$ cat src/rtl/fib_seq_pkg.sv
// Shared types and seed constants for the parameterised integer-sequence generator.
package fib_seq_pkg;

  // Recurrence selector; encoding matches the 2-bit mode input.
  typedef enum logic [1:0] {
    FIB   = 2'b00,
    LUCAS = 2'b01,
    TRIB  = 2'b10,
    PELL  = 2'b11
  } mode_e;

  // Controller states.
  typedef enum logic [1:0] {
    IDLE = 2'b00,
    RUN  = 2'b01,
    DONE = 2'b10
  } state_e;

  // Seed terms per recurrence. Tribonacci is the only one with a third seed.
  localparam int SEED_FIB_T0   = 0;
  localparam int SEED_FIB_T1   = 1;
  localparam int SEED_LUCAS_T0 = 2;
  localparam int SEED_LUCAS_T1 = 1;
  localparam int SEED_TRIB_T0  = 0;
  localparam int SEED_TRIB_T1  = 0;
  localparam int SEED_TRIB_T2  = 1;
  localparam int SEED_PELL_T0  = 0;
  localparam int SEED_PELL_T1  = 1;

  // First term of the selected sequence.
  function automatic int seed_t0(input mode_e m);
    case (m)
      LUCAS:   seed_t0 = SEED_LUCAS_T0;
      TRIB:    seed_t0 = SEED_TRIB_T0;
      PELL:    seed_t0 = SEED_PELL_T0;
      default: seed_t0 = SEED_FIB_T0;
    endcase
  endfunction

  // Second term of the selected sequence.
  function automatic int seed_t1(input mode_e m);
    case (m)
      LUCAS:   seed_t1 = SEED_LUCAS_T1;
      TRIB:    seed_t1 = SEED_TRIB_T1;
      PELL:    seed_t1 = SEED_PELL_T1;
      default: seed_t1 = SEED_FIB_T1;
    endcase
  endfunction

endpackage

$ cat src/rtl/fib_seq_param_step.sv
// Combinational recurrence step: next term and carry-out from three history terms.
module fib_step
  import fib_seq_pkg::*;
#(
  parameter int WIDTH = 11
) (
  input  logic [WIDTH-1:0] i_t0,    // T(k-1)
  input  logic [WIDTH-1:0] i_t1,    // T(k-2)
  input  logic [WIDTH-1:0] i_t2,    // T(k-3)
  input  mode_e            i_mode,
  output logic [WIDTH-1:0] o_next,
  output logic             o_carry
);

  // Two guard bits hold the worst case (three-term add or 2*a+b).
  logic [WIDTH+1:0] w_full;

  // Evaluate the selected recurrence at full precision.
  always_comb begin
    w_full = '0;
    case (i_mode)
      FIB, LUCAS: w_full = {2'b00, i_t0} + {2'b00, i_t1};
      TRIB:       w_full = {2'b00, i_t0} + {2'b00, i_t1} + {2'b00, i_t2};
      PELL:       w_full = {1'b0, i_t0, 1'b0} + {2'b00, i_t1};
      default:    w_full = '0;
    endcase
  end

  assign o_next  = w_full[WIDTH-1:0];
  assign o_carry = |w_full[WIDTH+1:WIDTH];

endmodule

$ cat src/rtl/fib_seq_param.sv
// Sequence generator: Fibonacci/Lucas/Tribonacci/Pell terms with running sum,
// one term per enabled cycle, stopping at index LIMIT.
//
// Handshake: start is honoured only in IDLE or DONE and wins over selector there;
// in RUN, selector=1 advances exactly one term on that edge and selector=0 holds
// every register. rst is synchronous and overrides everything.
module fib_seq_param
  import fib_seq_pkg::*;
#(
  parameter int WIDTH = 11,
  parameter int LIMIT = 23
) (
  input  logic             clk,
  input  logic             rst,
  input  logic             start,
  input  logic [1:0]       mode,
  input  logic             selector,
  output logic [WIDTH-1:0] i,
  output logic [WIDTH-1:0] n,
  output logic [WIDTH-1:0] sum,
  output logic             done,
  output logic             overflow,
  output state_e           o_dbg_state
);

  // Registered state; r_t0 is the current term, r_t1/r_t2 the two before it.
  state_e           r_state;
  mode_e            r_mode;
  logic [WIDTH-1:0] r_i;
  logic [WIDTH-1:0] r_t0;
  logic [WIDTH-1:0] r_t1;
  logic [WIDTH-1:0] r_t2;
  logic [WIDTH-1:0] r_sum;
  logic             r_done;
  logic             r_ov;

  // Next-state values.
  state_e           w_state;
  mode_e            w_mode;
  logic [WIDTH-1:0] w_i;
  logic [WIDTH-1:0] w_t0;
  logic [WIDTH-1:0] w_t1;
  logic [WIDTH-1:0] w_t2;
  logic [WIDTH-1:0] w_sum;
  logic             w_done;
  logic             w_ov;

  // Term datapath.
  mode_e            w_start_mode;
  logic [WIDTH-1:0] w_step_next;
  logic             w_step_carry;
  logic [WIDTH-1:0] w_term;
  logic             w_term_carry;
  logic [WIDTH:0]   w_sum_add;
  logic             w_last;

  assign w_start_mode = mode_e'(mode);

  fib_step #(
    .WIDTH (WIDTH)
  ) u_step (
    .i_t0    (r_t0),
    .i_t1    (r_t1),
    .i_t2    (r_t2),
    .i_mode  (r_mode),
    .o_next  (w_step_next),
    .o_carry (w_step_carry)
  );

  // Early indices come from the seed table; only real recurrence adds can carry.
  always_comb begin
    w_term       = w_step_next;
    w_term_carry = w_step_carry;
    if (r_i == '0) begin
      w_term       = WIDTH'(seed_t1(r_mode));
      w_term_carry = 1'b0;
    end else if (r_mode == TRIB && r_i == WIDTH'(1)) begin
      w_term       = WIDTH'(SEED_TRIB_T2);
      w_term_carry = 1'b0;
    end
  end

  assign w_sum_add = {1'b0, r_sum} + {1'b0, w_term};
  assign w_last    = (r_i == WIDTH'(LIMIT - 1));

  // Next-state and next-register logic.
  always_comb begin
    w_state = r_state;
    w_mode  = r_mode;
    w_i     = r_i;
    w_t0    = r_t0;
    w_t1    = r_t1;
    w_t2    = r_t2;
    w_sum   = r_sum;
    w_done  = r_done;
    w_ov    = r_ov;
    case (r_state)
      IDLE, DONE: begin
        if (start) begin
          w_state = RUN;
          w_mode  = w_start_mode;
          w_i     = '0;
          w_t0    = WIDTH'(seed_t0(w_start_mode));
          w_t1    = '0;
          w_t2    = '0;
          w_sum   = WIDTH'(seed_t0(w_start_mode));
          w_done  = 1'b0;
          w_ov    = 1'b0;
        end
      end
      RUN: begin
        if (selector) begin
          w_i   = r_i + WIDTH'(1);
          w_t0  = w_term;
          w_t1  = r_t0;
          w_t2  = r_t1;
          w_sum = w_sum_add[WIDTH-1:0];
          w_ov  = r_ov | w_term_carry | w_sum_add[WIDTH];
          if (w_last) begin
            w_state = DONE;
            w_done  = 1'b1;
          end
        end
      end
      default: begin
        w_state = IDLE;
      end
    endcase
  end

  // State and datapath registers with synchronous reset.
  always_ff @(posedge clk) begin
    if (rst) begin
      r_state <= IDLE;
      r_mode  <= FIB;
      r_i     <= '0;
      r_t0    <= '0;
      r_t1    <= '0;
      r_t2    <= '0;
      r_sum   <= '0;
      r_done  <= 1'b0;
      r_ov    <= 1'b0;
    end else begin
      r_state <= w_state;
      r_mode  <= w_mode;
      r_i     <= w_i;
      r_t0    <= w_t0;
      r_t1    <= w_t1;
      r_t2    <= w_t2;
      r_sum   <= w_sum;
      r_done  <= w_done;
      r_ov    <= w_ov;
    end
  end

  assign i           = r_i;
  assign n           = r_t0;
  assign sum         = r_sum;
  assign done        = r_done;
  assign overflow    = r_ov;
  assign o_dbg_state = r_state;

endmodule

$ cat config.mk
export PLATFORM = sky130hd
export DESIGN_NAME = fib_seq_param
export DESIGN_NICKNAME = d
export VERILOG_FILES = /design/src/rtl/fib_seq_pkg.sv /design/src/rtl/fib_seq_param_step.sv /design/src/rtl/fib_seq_param.sv
export SDC_FILE = /design/constraint.sdc
export NUM_CORES = 1
export LEC_CHECK = 0
export CAP_MARGIN = 25
export CELL_PAD_IN_SITES_DETAIL_PLACEMENT = 1
export CELL_PAD_IN_SITES_GLOBAL_PLACEMENT = 1
export CORE_ASPECT_RATIO = 0.9
export CORE_MARGIN = 2
export CORE_UTILIZATION = 44
export DETAILED_ROUTE_END_ITERATION = 10
export PLACE_DENSITY = 0.8
export SYNTH_ARGS = -nofsm -noshare
export SYNTH_HDL_FRONTEND = slang
export SYNTH_HIERARCHICAL = 1
export SYNTH_SLANG_ARGS = --single-unit
$ cat constraint.sdc
create_clock -name clk -period 5.1 [get_ports clk]
set_input_delay 1.275 -clock clk [delete_from_list [all_inputs] [get_ports clk]]
set_output_delay 1.275 -clock clk [all_outputs]
set_load 0.01 [all_outputs]
==> results_dict.tcl, run 1 <==
set metrics [dict create \
    min_to "r_t2[0]" \
    ys_ff_latch 61 \
    combPwrFrac_pct 9.3 \
    vias 4755 \
    fin_nets 697 \
    clock_sinks 61 \
    fin_tns_setup_ns 0 \
    synth-async-reset-ratio_pct 0 \
    finalCritPeriodShare_pct 90.3 \
    area_growth_pct 17.4 \
    avgRoutedWirePerCell_um 20.2 \
    power_leakage_nw 2.28 \
    synth_ff_type "dfxtp_1" \
    p_switching_w 0.000326 \
    clock-root-buffer "clkbuf_16" \
    grt_pass1_vias 4965 \
    outcome "finished, final reports clean" \
    cpMostUsedCell "ha_1" \
    synth-edff-count 0 \
    slew_headroom_pct 42.6 \
    ys_seq_area_share_pct 25.5 \
    end_kind "flip-flop" \
    cp_max_fo 5 \
    critical_path_class "flip-flop to flip-flop" \
    cts_buffer_depth 2 \
    fin_crit_ns 4.60 \
    rrSetupSlack_ns 0.50 \
    drive_above_1_share_pct 7.76 \
    crit_chain "ha_1 > inv_1 > fa_1 > nor2b_2 > o21ai_0 > a21oi_1 > ha_1 > and3_1 > o21ai_2 > nand3_2 > xnor2_1 > mux2i_1 > mux2_2 > and2_1 > ha_1 > nand3_1 > or3_1 > nand2_1 > a21oi_1 > o211ai_1" \
    antenna_cells 0 \
    port-buffer-count 42 \
    p_clk_share_pct 52.5 \
    dpl_cell_area_um2 5310 \
    clk_pin_slew_ns 0.06 \
    fmax_mhz 217 \
    antenna_found_initial 0 \
    grt_pass1_wl_mm 26.4 \
    ys_types 75 \
    p_per_area_nw_per_um2 228 \
    setup_viol_count_final 0 \
    pin_count 43 \
    cp_slowest_cell "or3_1" \
    routed_via_density 6.12 \
    ctsResizeCount 0 \
    path_buf_inv 1 \
    die-area_um2 11800 \
    detail-route-antenna-nets 0 \
    die_y_um 103 \
    synthCells 606 \
    crit_family "simple AND/OR/NAND/NOR gates" \
    dr.pass1.iters 5 \
    rr_worst_depth 20 \
    drc 0 \
    hpwl_mm 11.5 \
    gp_congestion 0.935 \
    core_um2 10700 \
    cts_setup_buffers 0 \
    r2r_start "n[0]" \
    hold_depth 2 \
    syn_nets 663 \
    drtIter0Drc 243 \
    finalHoldViolCount 0 \
    routed_wl_mm 15.7 \
    r2r-end "sum[10]" \
    cts_tree "done" \
    h-tree-depth 3 \
    cpPeakStageDelay_ns 0.43 \
    rsz0062_at_grt "no" \
    worstSkewPairLatency_ns 0.34 \
    critPathArrivalTime_ns 4.87 \
    hold_start "r_t2[0]" \
    grt_max_degree 36 \
    drv_slew 0 \
    required_ns 5.36 \
    avgSynthCellArea_um2 7.91 \
    max_cap_violations 0 \
    fin_area_um2 5630 \
    num_rows 36 \
    holdBufCountCts 0 \
    p_int_w 0.000957 \
    syn_area_um2 4800 \
    worst_pin_slew_ns 0.860 \
    cts_buffers 9 \
    finClkSkew_ns 0.0108 \
    initial_core_util_pct 44.7 \
    ys_warn_count 6 \
    min_path_type "flip-flop to flip-flop" \
    grt_overflow_total 0 \
    die_w_um 114 \
    pwr-share-seq_pct 38.3 \
    irDropWorstVdd_mv 0.168 \
    track_usage_pct 28.8 \
    cp-start-kind "flip-flop" \
    switching_share_pct 25.4 \
    fill_cells 1360 \
]
synthesized netlist by cell type (all sizes together) (6+ instances only):
master,count,area share [%]
a31oi,13,2.1
a22oi,7,1.1
nor2,43,3.4
o21ai,27,3.0
and3,6,0.78
nand3,47,5.0
xnor2,15,2.7
or3,8,1.0
a211oi,7,1.2
mux2i,6,1.3
a21o,9,1.4
xor2,17,3.1
o211ai,8,1.4
and2,11,1.4
nand4,6,0.78
inv,24,1.9
clkbuf,25,2.6
nor3,13,1.5
dfxtp,61,25
nor2b,10,1.4
a21oi,69,7.2
nand2,59,4.6
ha,47,12
cells by family after synthesis:
group | synth area share (%)
flops | 25.5
buf+inv | 4.88
simple gates | 23.9
mux | 1.80
xor+xnor | 5.84
compound gates | 23.9
fa+ha+maj | 14.2
worst min-delay path, stage by stage (launching register included):
cell     delay, ns
dfxtp_1       0.31
nand2_1       0.06
a21oi_1       0.05
per-layer routing:
| metal | track usage [%] | up-vias | wire [µm] |
|---|---|---|---|
| met5 | 0 | - | 0 |
| met4 | 10.0 | 0 | 359 |
| met3 | 4.35 | 28 | 721 |
| li1 | - | 2275 | - |
| met1 | 39.2 | 2347 | 7440 |
| met2 | 47.1 | 105 | 7150 |
worst max path at each step:
stage	start	endpoint	slack, ns	depth (start not counted)
after global routing	n[0]	overflow	0.20	21
final	n[0]	sum[10]	0.50	20
after CTS	n[0]	sum[10]	0.54	20
after floorplan	n[0]	sum[10]	0.95	21
after detailed placement	n[0]	sum[10]	0.61	21
after global placement	n[0]	sum[10]	0.80	21
layout make-up:
cell class                 count  area (µm²)  share of cell area (%)
multi-input combinational    492        3350                    59.4
sequential                    61        1220                    21.7
timing repair buffer          52         490                    8.71
clock buffer                  11         243                    4.31
tap                          133         166                    2.96
inverter                      24        90.1                    1.60
clock inverter                 4        72.6                    1.29
state kept, by name (all words and copies together), names as in the netlist:
register and cells:
done 1, i 11, n 11, o_dbg_state 2, overflow 1, r_mode 2, r_t1 11, r_t2 11
sum 11
power by group through the flow:
stage / sequential (W) / clock (W) / combinational, W
5_1_grt: 0.000492 / 0.000702 / 0.000129
6_report: 0.000491 / 0.000673 / 0.000119
3_3_place_gp: 0.000500 / 0 / 0.000113
2_1_floorplan: 0.000499 / 0 / 0.0000741
4_1_cts: 0.000491 / 0.000682 / 0.000118
3_5_place_dp: 0.000501 / 0 / 0.000117
cell usage in the layout (no fill, tap or decap), types with 8 or more instances in the layout:
master	n
a21o_1	9
a21oi_1	69
a31oi_1	11
and2_1	11
buf_4	10
clkbuf_16	9
clkdlybuf4s50_1	41
dfxtp_1	61
ha_1	47
inv_1	24
nand2_1	59
nand3_1	46
nor2_1	42
nor2b_1	8
nor3_1	12
o21ai_0	23
or3_1	8
xnor2_1	15
xor2_1	17
through the flow:
| stage | hold WS (ns) | setup slack (ns) | instances | utilization, % | total power [W] |
|---|---|---|---|---|---|
| 5_1_grt | 0.495 | 0.201 | 777 | 52.5 | 0.00132 |
| 3_3_place_gp | 0.454 | 0.798 | 762 | 49.6 | 0.000614 |
| 2_1_floorplan | 0.436 | 0.947 | 606 | - | 0.000573 |
| 4_1_cts | 0.473 | 0.537 | 777 | 52.5 | 0.00129 |
| 6_report | 0.468 | 0.495 | 777 | 52.5 | 0.00128 |
| 3_5_place_dp | 0.461 | 0.614 | 762 | 49.6 | 0.000618 |
(Power assumes the default switching activity.)
==> inputs of run 2 (changes only) <==
--- a/config.mk
+++ b/config.mk
@@ -9,9 +9,9 @@
 export CELL_PAD_IN_SITES_DETAIL_PLACEMENT = 1
 export CELL_PAD_IN_SITES_GLOBAL_PLACEMENT = 1
 export CORE_ASPECT_RATIO = 0.9
-export CORE_MARGIN = 2
 export CORE_UTILIZATION = 44
 export DETAILED_ROUTE_END_ITERATION = 10
+export GPL_TIMING_DRIVEN = 0
 export PLACE_DENSITY = 0.8
 export SYNTH_ARGS = -nofsm -noshare
 export SYNTH_HDL_FRONTEND = slang
==> results_dict.tcl, run 2 (synthesis gave the netlist of run 1 again) <==
set metrics [dict create \
    final_common_cell "a21oi_1" \
    fill_cells 1286 \
    initial_core_util_pct 46.0 \
    clock-root-buffer "clkbuf_16" \
    clock_sinks 61 \
    critical_path_class "flip-flop to flip-flop" \
    power_leakage_nw 2.28 \
    cts_setup_buffers 0 \
    pin_count 43 \
    antenna_found_initial 0 \
    crit_chain "ha_1 > inv_1 > fa_1 > nor2b_2 > o31a_4 > o21ai_2 > nand2b_1 > xor2_2 > ha_1 > a21boi_1 > a311o_2 > xor2_1 > mux2i_1 > o21ai_0 > and2_1 > ha_1 > a21o_1 > a21o_1 > a21o_1 > a211o_1 > o211ai_1" \
    area_growth_pct 18.3 \
    cts_tree "done" \
    fin_crit_ns 4.84 \
    hpwl_mm 12.6 \
    grt_pass1_vias 4850 \
    irDropWorstVdd_mv 0.140 \
    r2r_start "n[0]" \
    finClkSkew_ns 0.00961 \
    fin_tns_setup_ns 0 \
    finalCritPeriodShare_pct 94.9 \
    clk_pin_slew_ns 0.06 \
    timing.hold.ws_ns 0.459 \
    cp_max_fo 5 \
    rsz0062_at_grt "no" \
    p_per_area_nw_per_um2 214 \
    drc 1 \
    routed_via_density 6.14 \
    rrSetupSlack_ns 0.26 \
    grt_max_degree 13 \
    slew_headroom_pct 32.7 \
    antenna_cells 0 \
    r2r-end "sum[10]" \
    rr_worst_depth 21 \
    holdBufCountCts 0 \
    stdcell_count 793 \
    worst_pin_slew_ns 0.999 \
    h-tree-depth 3 \
    finalHoldViolCount 0 \
    placedCellCount 777 \
    cts_buffer_depth 2 \
    grt_overflow_total 0 \
    violations "design-rule violations" \
    core_um2 10400 \
    drive_above_1_share_pct 7.08 \
    die_w_um 112 \
    cp-start-kind "flip-flop" \
    track_usage_pct 30.2 \
    detail-route-antenna-nets 0 \
    fmax_mhz 207 \
    num_rows 35 \
    min_to "r_t2[3]" \
    avgRoutedWirePerCell_um 20.9 \
    worstSkewPairLatency_ns 0.34 \
    hold_start "r_t2[3]" \
    setup_ws_ns 0.258 \
    cpPeakStageDelay_ns 0.44 \
    cts_buffers 9 \
    hold_depth 2 \
    die-area_um2 11300 \
    gp_congestion 0.898 \
    max_cap_violations 0 \
    routed_wl_mm 16.6 \
    port-buffer-count 42 \
    die_y_um 101 \
    critPathArrivalTime_ns 5.10 \
    end_kind "flip-flop" \
    fin_nets 716 \
    vias 4868 \
    outcome "finished with violations" \
    pre_cts_slack_ns 0.201 \
    setup_viol_count_final 0 \
    ctsResizeCount 0 \
    min_path_type "flip-flop to flip-flop" \
    required_ns 5.36 \
    drv_slew 0 \
    final_cell_mix "a21oi_1, nand2_1, dfxtp_1, ha_1, nand3_1" \
    grt_pass1_wl_mm 26.1 \
    cp_slowest_cell "fa_1" \
    dr.pass1.iters 9 \
    drtIter0Drc 296 \
]
-- run 2: cell count changes in the layout (fill, tap and decap cells not counted), sizes merged --
cell           delta
buf               -7
bufinv            -2
clkbuf           +24
inv               +2
clkinvlp          -1
clkinv            +3
clkdlybuf4s50     +1
-- run 2: final cells by class --
class | count | area [µm²] | share of cell area (%)
multi-input cells | 492 | 3350 | 59.0
clock buffers | 10 | 239 | 4.21
inverters | 24 | 90.1 | 1.59
plain buffers | 29 | 144 | 2.54
repair buffers | 42 | 420 | 7.41
well taps | 129 | 161 | 2.85
clock inverters | 6 | 45.0 | 0.794
flip-flops and latches | 61 | 1220 | 21.6
-- run 2: worst max-delay path by stage --
| stage | to | slack (ns) | cells past startpoint | start |
|---|---|---|---|---|
| 6_report | sum[10] | 0.26 | 21 | n[0] |
| 5_1_grt | sum[10] | 0.05 | 21 | n[0] |
| 2_1_floorplan | sum[10] | 0.95 | 21 | n[0] |
| 3_3_place_gp | sum[10] | 0.25 | 21 | n[0] |
| 3_5_place_dp | sum[10] | 0.20 | 21 | n[0] |
| 4_1_cts | sum[10] | 0.18 | 21 | n[0] |
-- run 2: through the flow --
stage          util [%]  power (W)  instance area, µm²
6_report           54.4    0.00122                5670
5_1_grt            54.4    0.00125                5670
4_1_cts            54.3    0.00122                5660
3_5_place_dp       51.6   0.000629                5380
3_3_place_gp       51.6   0.000623                5380
2_1_floorplan         -   0.000573                4800
-- run 2: metal layers --
metal	up-vias	GRT usage (%)	share of wire, %	routed length, µm
met1	2419	40.1	48	7950
met2	129	50.9	46	7680
met5	-	0	0	0
met3	15	5.41	4.8	792
li1	2305	-	-	-
met4	0	6.97	0.93	154
-- run 2: worst max-delay path: cells and delay by family (launching register included) --
kind                       cells  cell delay, ns
buffers and inverters          1            0.06
xor gates and xnor gates       2            0.40
AOI/OAI and AO/OA             10            1.94
adders and majority gates      4            1.29
DFF                            1            0.40
and+or+nand+nor                3            0.57
muxes                          1            0.09
-- run 2: power by group --
group,leakage (nW),internal [W],switching (W)
logic,1.65,0.0000400,0.0000929
clock network,0.143,0.000345,0.000247
registers,0.493,0.000482,0.00000828
total,2.28,0.000867,0.000348
==> inputs of run 3 (changes only) <==
--- a/config.mk
+++ b/config.mk
@@ -5,10 +5,12 @@
 export SDC_FILE = /design/constraint.sdc
 export NUM_CORES = 1
 export LEC_CHECK = 0
+export ABC_CLOCK_PERIOD_IN_PS = 5100
 export CAP_MARGIN = 25
 export CELL_PAD_IN_SITES_DETAIL_PLACEMENT = 1
 export CELL_PAD_IN_SITES_GLOBAL_PLACEMENT = 1
 export CORE_ASPECT_RATIO = 0.9
+export CORE_MARGIN = 1
 export CORE_UTILIZATION = 44
 export DETAILED_ROUTE_END_ITERATION = 10
 export GPL_TIMING_DRIVEN = 0
==> results of run 3 <==
Final layout, timing and power as in run 2 (identical DEF).
